`config.mk`:
```
export PLATFORM = sky130hd
export DESIGN_NAME = moore_pattern_gen
export DESIGN_NICKNAME = d
export VERILOG_FILES = /design/src/rtl/moore_pattern_pkg.sv /design/src/rtl/moore_pattern_gen_shift.sv /design/src/rtl/moore_pattern_gen.sv
export SDC_FILE = /design/constraint.sdc
export NUM_CORES = 1
export LEC_CHECK = 0
export BUFFER_PORTS_ARGS = -buffer_cell sky130_fd_sc_hd__buf_2
export CORE_UTILIZATION = 37
export CTS_BUF_LIST = sky130_fd_sc_hd__clkbuf_8
export CTS_CLUSTER_SIZE = 30
export DETAILED_ROUTE_END_ITERATION = 8
export PLACE_DENSITY = 0.6
export SLEW_MARGIN = 10
export SYNTH_ARGS = -nofsm -noshare
export SYNTH_HDL_FRONTEND = slang
export SYNTH_SLANG_ARGS = --single-unit
```
`constraint.sdc`:
```
create_clock -name clk_i -period 2.2 [get_ports clk_i]
set_input_delay 0.44 -clock clk_i [delete_from_list [all_inputs] [get_ports clk_i]]
set_output_delay 0.44 -clock clk_i [all_outputs]
set_load 0.01 [all_outputs]
```
`src/rtl/moore_pattern_pkg.sv`:
```
// Shared types and constants for the serial pattern transmitter.
// Contents: FSM state enum, B/C symbol codes, default BCCBC frame.
package moore_pattern_pkg;

   typedef enum logic [1:0] {
      IDLE = 2'd0,
      SEND = 2'd1,
      GAP  = 2'd2,
      DONE = 2'd3
   } state_t;

   localparam logic SYM_B = 1'b0;
   localparam logic SYM_C = 1'b1;

   localparam int DEF_W = 5;

   // BCCBC, sent MSB first
   localparam logic [DEF_W-1:0] PAT_DEF = {
      SYM_B, SYM_C, SYM_C, SYM_B, SYM_C
   };

endpackage

```
`src/rtl/moore_pattern_gen_shift.sv`:
```
// pattern_shift_reg: frame shadow, MSB-first shifter, bit index.
// Ports: load_i/frame_i capture, reload_i restart, shift_i step;
//        bit_o current, next_o following, head_o frame MSB,
//        first_o/last_o/nlast_o index position flags.
module pattern_shift_reg
   import moore_pattern_pkg::*;
#(
   parameter int PAT_W = 5
) (
   input  logic             clk_i,
   input  logic             rst_i,
   input  logic             load_i,
   input  logic [PAT_W-1:0] frame_i,
   input  logic             reload_i,
   input  logic             shift_i,
   output logic             bit_o,
   output logic             next_o,
   output logic             head_o,
   output logic             first_o,
   output logic             last_o,
   output logic             nlast_o
);

   localparam int IDX_W = (PAT_W > 1) ? $clog2(PAT_W) : 1;
   localparam logic [IDX_W-1:0] IDX_TOP = IDX_W'(PAT_W - 1);

   logic [PAT_W-1:0] frame_q;
   logic [PAT_W-1:0] sreg_q;
   logic [IDX_W-1:0] idx_q;

   always_ff @(posedge clk_i or negedge rst_i) begin
      if (!rst_i) begin
         frame_q <= '0;
         sreg_q  <= '0;
         idx_q   <= '0;
      end else if (load_i) begin
         frame_q <= frame_i;
         sreg_q  <= frame_i;
         idx_q   <= IDX_TOP;
      end else if (reload_i) begin
         sreg_q  <= frame_q;
         idx_q   <= IDX_TOP;
      end else if (shift_i) begin
         sreg_q  <= {sreg_q[PAT_W-2:0], SYM_B};
         idx_q   <= idx_q - 1'b1;
      end
   end

   assign bit_o   = sreg_q[PAT_W-1];
   assign next_o  = sreg_q[PAT_W-2];
   assign head_o  = frame_q[PAT_W-1];
   assign first_o = (idx_q == IDX_TOP);
   assign last_o  = (idx_q == '0);
   assign nlast_o = (idx_q == IDX_W'(1));

endmodule

```
`src/rtl/moore_pattern_gen.sv`:
```
// moore_pattern_gen: valid/ready serial frame transmitter with repeat
// and inter-frame gap. Inputs: clk_i, rst_i (async, active-low),
// start_i, use_def_i, pattern_i, rep_i, gap_i, ready_i.
// Outputs (all registered): valid_o, data_o, busy_o, done_o.
// Optional: define PATGEN_ERR_INJECT_EN to add inject_i, which flips
// bit 0 of the next frame to start.
module moore_pattern_gen
   import moore_pattern_pkg::*;
#(
   parameter int PAT_W = 5,
   parameter logic [PAT_W-1:0] PAT_DEFAULT = PAT_W'(PAT_DEF),
   parameter int CNT_W = 4,
   parameter int GAP_W = 4
) (
   input  logic             clk_i,
   input  logic             rst_i,
   input  logic             start_i,
   input  logic             use_def_i,
   input  logic [PAT_W-1:0] pattern_i,
   input  logic [CNT_W-1:0] rep_i,
   input  logic [GAP_W-1:0] gap_i,
   input  logic             ready_i,
`ifdef PATGEN_ERR_INJECT_EN
   input  logic             inject_i,
`endif
   output logic             valid_o,
   output logic             data_o,
   output logic             busy_o,
   output logic             done_o
);

   state_t           state_q;
   logic [CNT_W-1:0] reps_q;
   logic [GAP_W-1:0] gap_q;
   logic [GAP_W-1:0] gap_cnt_q;

   logic             sr_bit;
   logic             sr_next;
   logic             sr_head;
   logic             sr_first;
   logic             sr_last;
   logic             sr_nlast;

   logic             xfer;
   logic             load;
   logic             reload;
   logic             shift;
   logic             more;
   logic             inj_cur_n;
   logic [PAT_W-1:0] frame_sel;

   assign xfer   = (state_q == SEND) & valid_o & ready_i;
   assign load   = (state_q == IDLE) & start_i;
   assign reload = xfer & sr_last;
   assign shift  = xfer & ~sr_last;
   assign more   = (reps_q > CNT_W'(1));

   assign frame_sel = use_def_i ? PAT_DEFAULT : pattern_i;

   pattern_shift_reg #(
      .PAT_W (PAT_W)
   ) u_sreg (
      .clk_i    (clk_i),
      .rst_i    (rst_i),
      .load_i   (load),
      .frame_i  (frame_sel),
      .reload_i (reload),
      .shift_i  (shift),
      .bit_o    (sr_bit),
      .next_o   (sr_next),
      .head_o   (sr_head),
      .first_o  (sr_first),
      .last_o   (sr_last),
      .nlast_o  (sr_nlast)
   );

`ifdef PATGEN_ERR_INJECT_EN
   // arm: request pending for the next frame start
   // cur: the frame now on the wire gets bit 0 flipped
   logic inj_arm_q;
   logic inj_cur_q;

   // cur must be seen the same cycle the MSB leaves,
   // in case the following bit is already bit 0
   assign inj_cur_n = (xfer & sr_first) ? inj_arm_q : inj_cur_q;

   always_ff @(posedge clk_i or negedge rst_i) begin
      if (!rst_i) begin
         inj_arm_q <= 1'b0;
         inj_cur_q <= 1'b0;
      end else if (xfer & sr_first) begin
         inj_cur_q <= inj_arm_q;
         inj_arm_q <= busy_o & inject_i;
      end else begin
         if (busy_o & inject_i)
            inj_arm_q <= 1'b1;
         if (reload)
            inj_cur_q <= 1'b0;
      end
   end
`else
   assign inj_cur_n = 1'b0;
`endif

   always_ff @(posedge clk_i or negedge rst_i) begin
      if (!rst_i) begin
         state_q   <= IDLE;
         reps_q    <= '0;
         gap_q     <= '0;
         gap_cnt_q <= '0;
         valid_o   <= 1'b0;
         data_o    <= 1'b0;
         busy_o    <= 1'b0;
         done_o    <= 1'b0;
      end else begin
         unique case (state_q)
            IDLE: begin
               valid_o <= 1'b0;
               data_o  <= 1'b0;
               busy_o  <= 1'b0;
               done_o  <= 1'b0;
               if (start_i) begin
                  state_q   <= SEND;
                  valid_o   <= 1'b1;
                  busy_o    <= 1'b1;
                  data_o    <= frame_sel[PAT_W-1];
                  reps_q    <= (rep_i == '0) ? CNT_W'(1)
                                             : rep_i;
                  gap_q     <= gap_i;
                  gap_cnt_q <= '0;
               end
            end
            SEND: begin
               if (xfer) begin
                  if (!sr_last) begin
                     data_o <= sr_next ^ (sr_nlast & inj_cur_n);
                  end else begin
                     reps_q <= reps_q - 1'b1;
                     if (more) begin
                        if (gap_q != '0) begin
                           state_q   <= GAP;
                           valid_o   <= 1'b0;
                           data_o    <= 1'b0;
                           gap_cnt_q <= gap_q;
                        end else begin
                           // back-to-back: next MSB now
                           data_o <= sr_head;
                        end
                     end else begin
                        state_q <= DONE;
                        valid_o <= 1'b0;
                        data_o  <= 1'b0;
                        busy_o  <= 1'b0;
                        done_o  <= 1'b1;
                     end
                  end
               end
            end
            GAP: begin
               gap_cnt_q <= gap_cnt_q - 1'b1;
               if (gap_cnt_q == GAP_W'(1)) begin
                  state_q <= SEND;
                  valid_o <= 1'b1;
                  data_o  <= sr_bit;
               end
            end
            DONE: begin
               state_q <= IDLE;
               done_o  <= 1'b0;
            end
            default: begin
               state_q <= IDLE;
               valid_o <= 1'b0;
               data_o  <= 1'b0;
               busy_o  <= 1'b0;
               done_o  <= 1'b0;
            end
         endcase
      end
   end

endmodule

```
* After elaboration in Yosys (flattened, before gate mapping)
Index checks and enable logic that the tools add are counted.
** Cells by class
- Add/sub/neg operators :: 3
- Magnitude comparators :: 1
- Equality and inequality tests :: 12
- Muxes and demuxes :: 47
- Bitwise operators :: 6
- Reduce and logical (&&, ||, !) cells :: 17
** Operator list (count)
- 2-to-1 mux 4 bit :: 9
- 2-to-1 mux 5 bit :: 4
- 2-to-1 mux 1 bit :: 18
- 2-to-1 mux 2 bit :: 6
- inequality test 2 bit (second input constant) :: 6
- one-hot mux 4 bit (3 select lines) :: 1
- AND reduction 4 bit :: 3
- AND reduction 5 bit :: 2
- 2-to-1 mux 3 bit :: 3
- one-hot mux 2 bit (4 select lines) :: 1
- one-hot mux 4 bit (2 select lines) :: 1
- subtractor 4 x 1 -> 4 bit (second input constant) :: 2
- one-hot mux 1 bit (3 select lines) :: 2
- AND reduction 6 bit :: 1
- nonzero test 3 bit :: 2
- AND 1 bit :: 5
- equality test 2 bit (second input constant) :: 2
- equality test 4 x 1 -> 1 bit (second input constant) :: 1
- greater-than comparator 4 x 1 -> 1 bit (second input constant) :: 1
- zero test 4 bit :: 1
- one-hot mux 1 bit (2 select lines) :: 2
- nonzero test 2 bit :: 2
- nonzero test 4 bit :: 1
- zero test 3 bit :: 1
- 9 further kinds :: 9
** Storage, ports and cells
- Bits in registers :: 31
- Input port bits :: 18
- Word-level logic and storage cells :: 97

* Depth between registers and ports, before layout
- Depth after elaboration :: 7
- Depth in mapped cells :: 8
- Mapped depth without buffers :: 6

* Modules after synthesis
A second synthesis with hierarchy kept.
** Second synthesis, totals
- Cells, all modules :: 201
- Area, all modules :: 1849.3 µm²
** Modules (own cells, without submodules)
- moore_pattern_gen :: times used 1, cells an instance 135, area each 1209.9 µm², sequential area each 450.4 µm²
- pattern_shift_reg :: times used 1, cells an instance 66, area each 639.4 µm², sequential area each 325.3 µm²

* Least setup slack after synthesis
No wires, ideal clock.
- Kind :: register to register
- Start point :: reg state_q[0]
- End point :: reg reps_q[2]
- Data arrival time :: 1725 ps
- Data required time :: 2077 ps
- Path slack :: 353 ps
- Cell stages (with the launch flop) :: 7
- Clock period less this slack :: 1847 ps
- Path through :: dfrtp_1 inv_1 ha_1 mux2_2 a21boi_0 a21oi_1 o221a_2
** On the way
- Word-level cells in the longest chain between the ends :: 5
** RTL lines
- from (decl) :: RTL line moore_pattern_gen.sv:32 : state_t state_q;
- from (signal assigned) :: RTL line moore_pattern_gen.sv:107 : state_q <= IDLE;
- from (signal assigned) :: RTL line moore_pattern_gen.sv:123 : state_q <= SEND;
- from (signal assigned) :: RTL line moore_pattern_gen.sv:141 : state_q <= GAP;
- equality test 2 x 1 -> 1 bit :: RTL line moore_pattern_gen.sv:52, moore_pattern_gen.sv:116
- AND 1 bit (2 in a row) :: RTL line moore_pattern_gen.sv:52 : assign xfer = (state_q == SEND) & valid_o & ready_i;
- inequality test 2 bit (no line)
- AND reduction 4 bit (no line)
- to (signal assigned) :: RTL line moore_pattern_gen.sv:127 : reps_q <= (rep_i == '0) ? CNT_W'(1)
- to (signal assigned) :: RTL line moore_pattern_gen.sv:138 : reps_q <= reps_q - 1'b1;
- to (decl) :: RTL line moore_pattern_gen.sv:33 : logic [CNT_W-1:0] reps_q;
Parallel ways exist; a longest one is shown, timed or not.
A chain may end at the register's enable or synchronous reset.

* Final worst setup path
- Start point :: reg state_q[1]
- End point :: reg valid_o
** On the way
- Word-level cells in the longest chain between the ends :: 5
** RTL lines
- equality test 2 x 1 -> 1 bit :: RTL line moore_pattern_gen.sv:52, moore_pattern_gen.sv:116
- AND 1 bit (2 in a row) :: RTL line moore_pattern_gen.sv:52
- inequality test 2 bit (no line)
- AND reduction 5 bit (no line)
- to (signal assigned) :: RTL line moore_pattern_gen.sv:111 : valid_o <= 1'b0;
- to (signal assigned) :: RTL line moore_pattern_gen.sv:118 : valid_o <= 1'b0;
- to (signal assigned) :: RTL line moore_pattern_gen.sv:124 : valid_o <= 1'b1;
- to (decl) :: RTL line moore_pattern_gen.sv:26 : output logic valid_o,
Parallel ways exist; a longest one is shown, timed or not.

==> results_dict.tcl <==
set metrics [dict create \
    die_x_um 72.7 \
    wl_met2_um 1830 \
    dp_hpwl_um 3030 \
    wl_met3_um 171 \
    hold_violations 0 \
    antenna_left 0 \
    overflow 0 \
    top_layer_used "met4" \
    final_cell_mix "nand2_1 (34), dfrtp_1 (31), buf_2 (21)" \
    critPathRequiredTime_ns 2.37 \
    crit_family "flip-flops" \
    cts_tree "done" \
    drv_cap 0 \
    crit_buf_inv 2 \
    finalCritPeriodShare 0.928 \
    post_dp_cell_area_um2 2070 \
    netlist_instances 207 \
    path_cells "inv_1, ha_1, buf_4, a221o_1, nand3b_1, mux2_1" \
    firstDrtPassIters 4 \
    synth_ff_type "dfrtp_1" \
    dieArea_um2 5290 \
    critPathKind "register to register" \
    layout.nets 263 \
    route.vias.total 1513 \
    postCtsSetupBuffers 0 \
    cts_buffer_depth 2 \
    final_core_util 0.454 \
    wl_per_cell_um 13.5 \
    rsz0062_at_grt "no" \
    worst_pin_slew_ns 0.699 \
    min_path_type "input pin to asynchronous set/reset pin" \
    synth-async-reset-ratio 1.00 \
    grt_pass1_wl_um 7200 \
    critPathSlowestCell "dfrtp_1" \
    critPathMaxStageDelay_ns 0.40 \
    p_int_uw 1730 \
    via_per_inst 5.01 \
    p_seq_frac 0.354 \
    power.leakage_uw 0.00101 \
    htree_levels 2 \
    totalNegativeSetupSlack_ns 0 \
    drc_errors 0 \
    gp_congestion 0.805 \
    root_buffer "clkbuf_8" \
    cts_buffers 5 \
    netSwitchingPower_uw 1210 \
    critPathLaunchType "register" \
    dp.cells 294 \
    finalWirelength_um 4090 \
    final_common_cell "nand2_1" \
    crit_fanout 13 \
    yosys_register_bits 31 \
    power_uw 2940 \
    end_kind "register" \
    status "finished clean" \
    drive_above_1_share 0.200 \
    finalSetupViolations 0 \
    max_freq_ghz 0.490 \
    yosys_warnings 0 \
    final-max-slew-violation-count 0 \
    fin_area_um2 2160 \
    io_buffers 21 \
    syn_area_per_cell_um2 8.95 \
    p_sw_frac 0.410 \
    cts.sinks 31 \
    grt_start_max_net_pins 32 \
    syn2layout_area_growth_pct 16.7 \
    syn-num-nets 236 \
    core.rowCount 25 \
    vdd_ir_drop_max_uv 458 \
    grt_usage 0.183 \
    synth_area_um2 1850 \
    powerDensity_nw_per_um2 1360 \
    m1WireLength_um 2010 \
    drt_iter0_drc 97 \
    slew-limit-headroom 0.534 \
    ys_seq_area_frac 0.419 \
    layoutNonFillerInstCount 302 \
    fillers 496 \
    skew_ns 0.00507 \
    cp.arrival_ns 2.21 \
    core_area_um2 4750 \
    diodes 0 \
    synth_edf_count 0 \
    yosysUniqueCellTypes 43 \
    comb_power_share 0.500 \
    min_period_ns 2.04 \
    io-pin-count 22 \
    die_y_um 72.7 \
    clk_pin_slew_ns 0.06 \
    antenna_found_initial 0 \
    clock_power_share 0.146 \
    clock_latency_ns 0.29 \
    start_util 0.389 \
    grt_pass1_vias 1493 \
]
## stage by stage
step / hold slack, ns / setup slack [ns]
floorplan: 0.144 / 0.353
global placement: 0.463 / 0.235
detailed placement: 0.468 / 0.206
CTS: 0.213 / 0.170
global route: 0.257 / 0.00456
finish: 0.200 / 0.159
## logic make-up after synthesis
| family | share of synthesized area |
|---|---|
| xor+xnor | 0.00473 |
| buf+inv | 0.0446 |
| compound gates | 0.180 |
| flops | 0.419 |
| simple gates | 0.220 |
| fa+ha+maj | 0.0743 |
| mux | 0.0568 |
## power by group through the flow
stage / clock (uW) / sequential (uW) / combinational, uW
2_1_floorplan: 0 / 997 / 1090
3_3_place_gp: 0 / 1040 / 1460
3_5_place_dp: 0 / 1050 / 1470
4_1_cts: 446 / 1040 / 1480
5_1_grt: 472 / 1080 / 1680
6_report: 428 / 1040 / 1470
## cell type report
class | instances | area (um2) | area share
flip-flops and latches | 31 | 776 | 0.359
multi-input cells | 154 | 998 | 0.462
well taps | 67 | 83.8 | 0.0388
repair buffers | 30 | 173 | 0.0799
inverters | 12 | 45.0 | 0.0208
clock buffers | 5 | 68.8 | 0.0318
clock inverters | 3 | 16.3 | 0.00753
## layer usage
| layer | up-vias | GRT usage |
|---|---|---|
| li1 | 781 | - |
| met1 | 696 | 0.254 |
| met2 | 30 | 0.274 |
| met3 | 6 | 0.0470 |
| met4 | 0 | 0.0719 |
| met5 | - | 0 |
## synth_stat cells (2+ instances only)
cell type  number  area share
dfrtp_1        31        0.42
nand2_1        34       0.069
a22oi_1         2      0.0081
inv_1          12       0.024
or3_1           2      0.0068
a22o_1          3       0.014
and2_1          2      0.0068
nor2_1         14       0.028
a31oi_1         2      0.0068
o21ai_0        11       0.030
nand3b_1        2      0.0081
a21oi_1        11       0.030
clkbuf_1        9       0.018
nand2b_1        2      0.0068
mux2i_1         6       0.032
nor4_1          3       0.010
o22a_1          4       0.019
nor3_1          5       0.014
nand4b_1        2      0.0095
o211ai_1        4       0.016
mux2_2          3       0.018
nor2b_1         4       0.014
nand3_1         7       0.019
and3_1          3       0.010
ha_1           11       0.074
## state kept, by name, indices dropped and copies added (netlist names), 2 cells and up
signal	cells
u_sreg.sreg_q	5
gap_cnt_q	4
gap_q	4
u_sreg.frame_q	5
u_sreg.idx_q	3
reps_q	4
state_q	2
## path summary, 6_finish.rpt
| check | start | end | slack, ns | depth (start not counted) |
|---|---|---|---|---|
| max | state_q[1] | valid_o | 0.16 | 6 |
| min | rst_i | gap_q[0] | 0.20 | 1 |
| max reg2reg | state_q[1] | valid_o | 0.16 | 6 |
| min reg2reg | u_sreg.frame_q[4] | u_sreg.frame_q[4] | 0.48 | 2 |
| max in group asynchronous | rst_i | state_q[0] | 1.55 | 1 |
| min in group clk_i | gap_i[0] | gap_q[0] | 0.34 | 3 |
## timing repair
| action | CTS | global route |
|---|---|---|
| endpoints found under the setup margin | 0 | 1 |
| gates resized for setup | 0 | 1 |
| hold buffers | 0 | 0 |
Note: power is estimated with default switching activity, not from simulation.
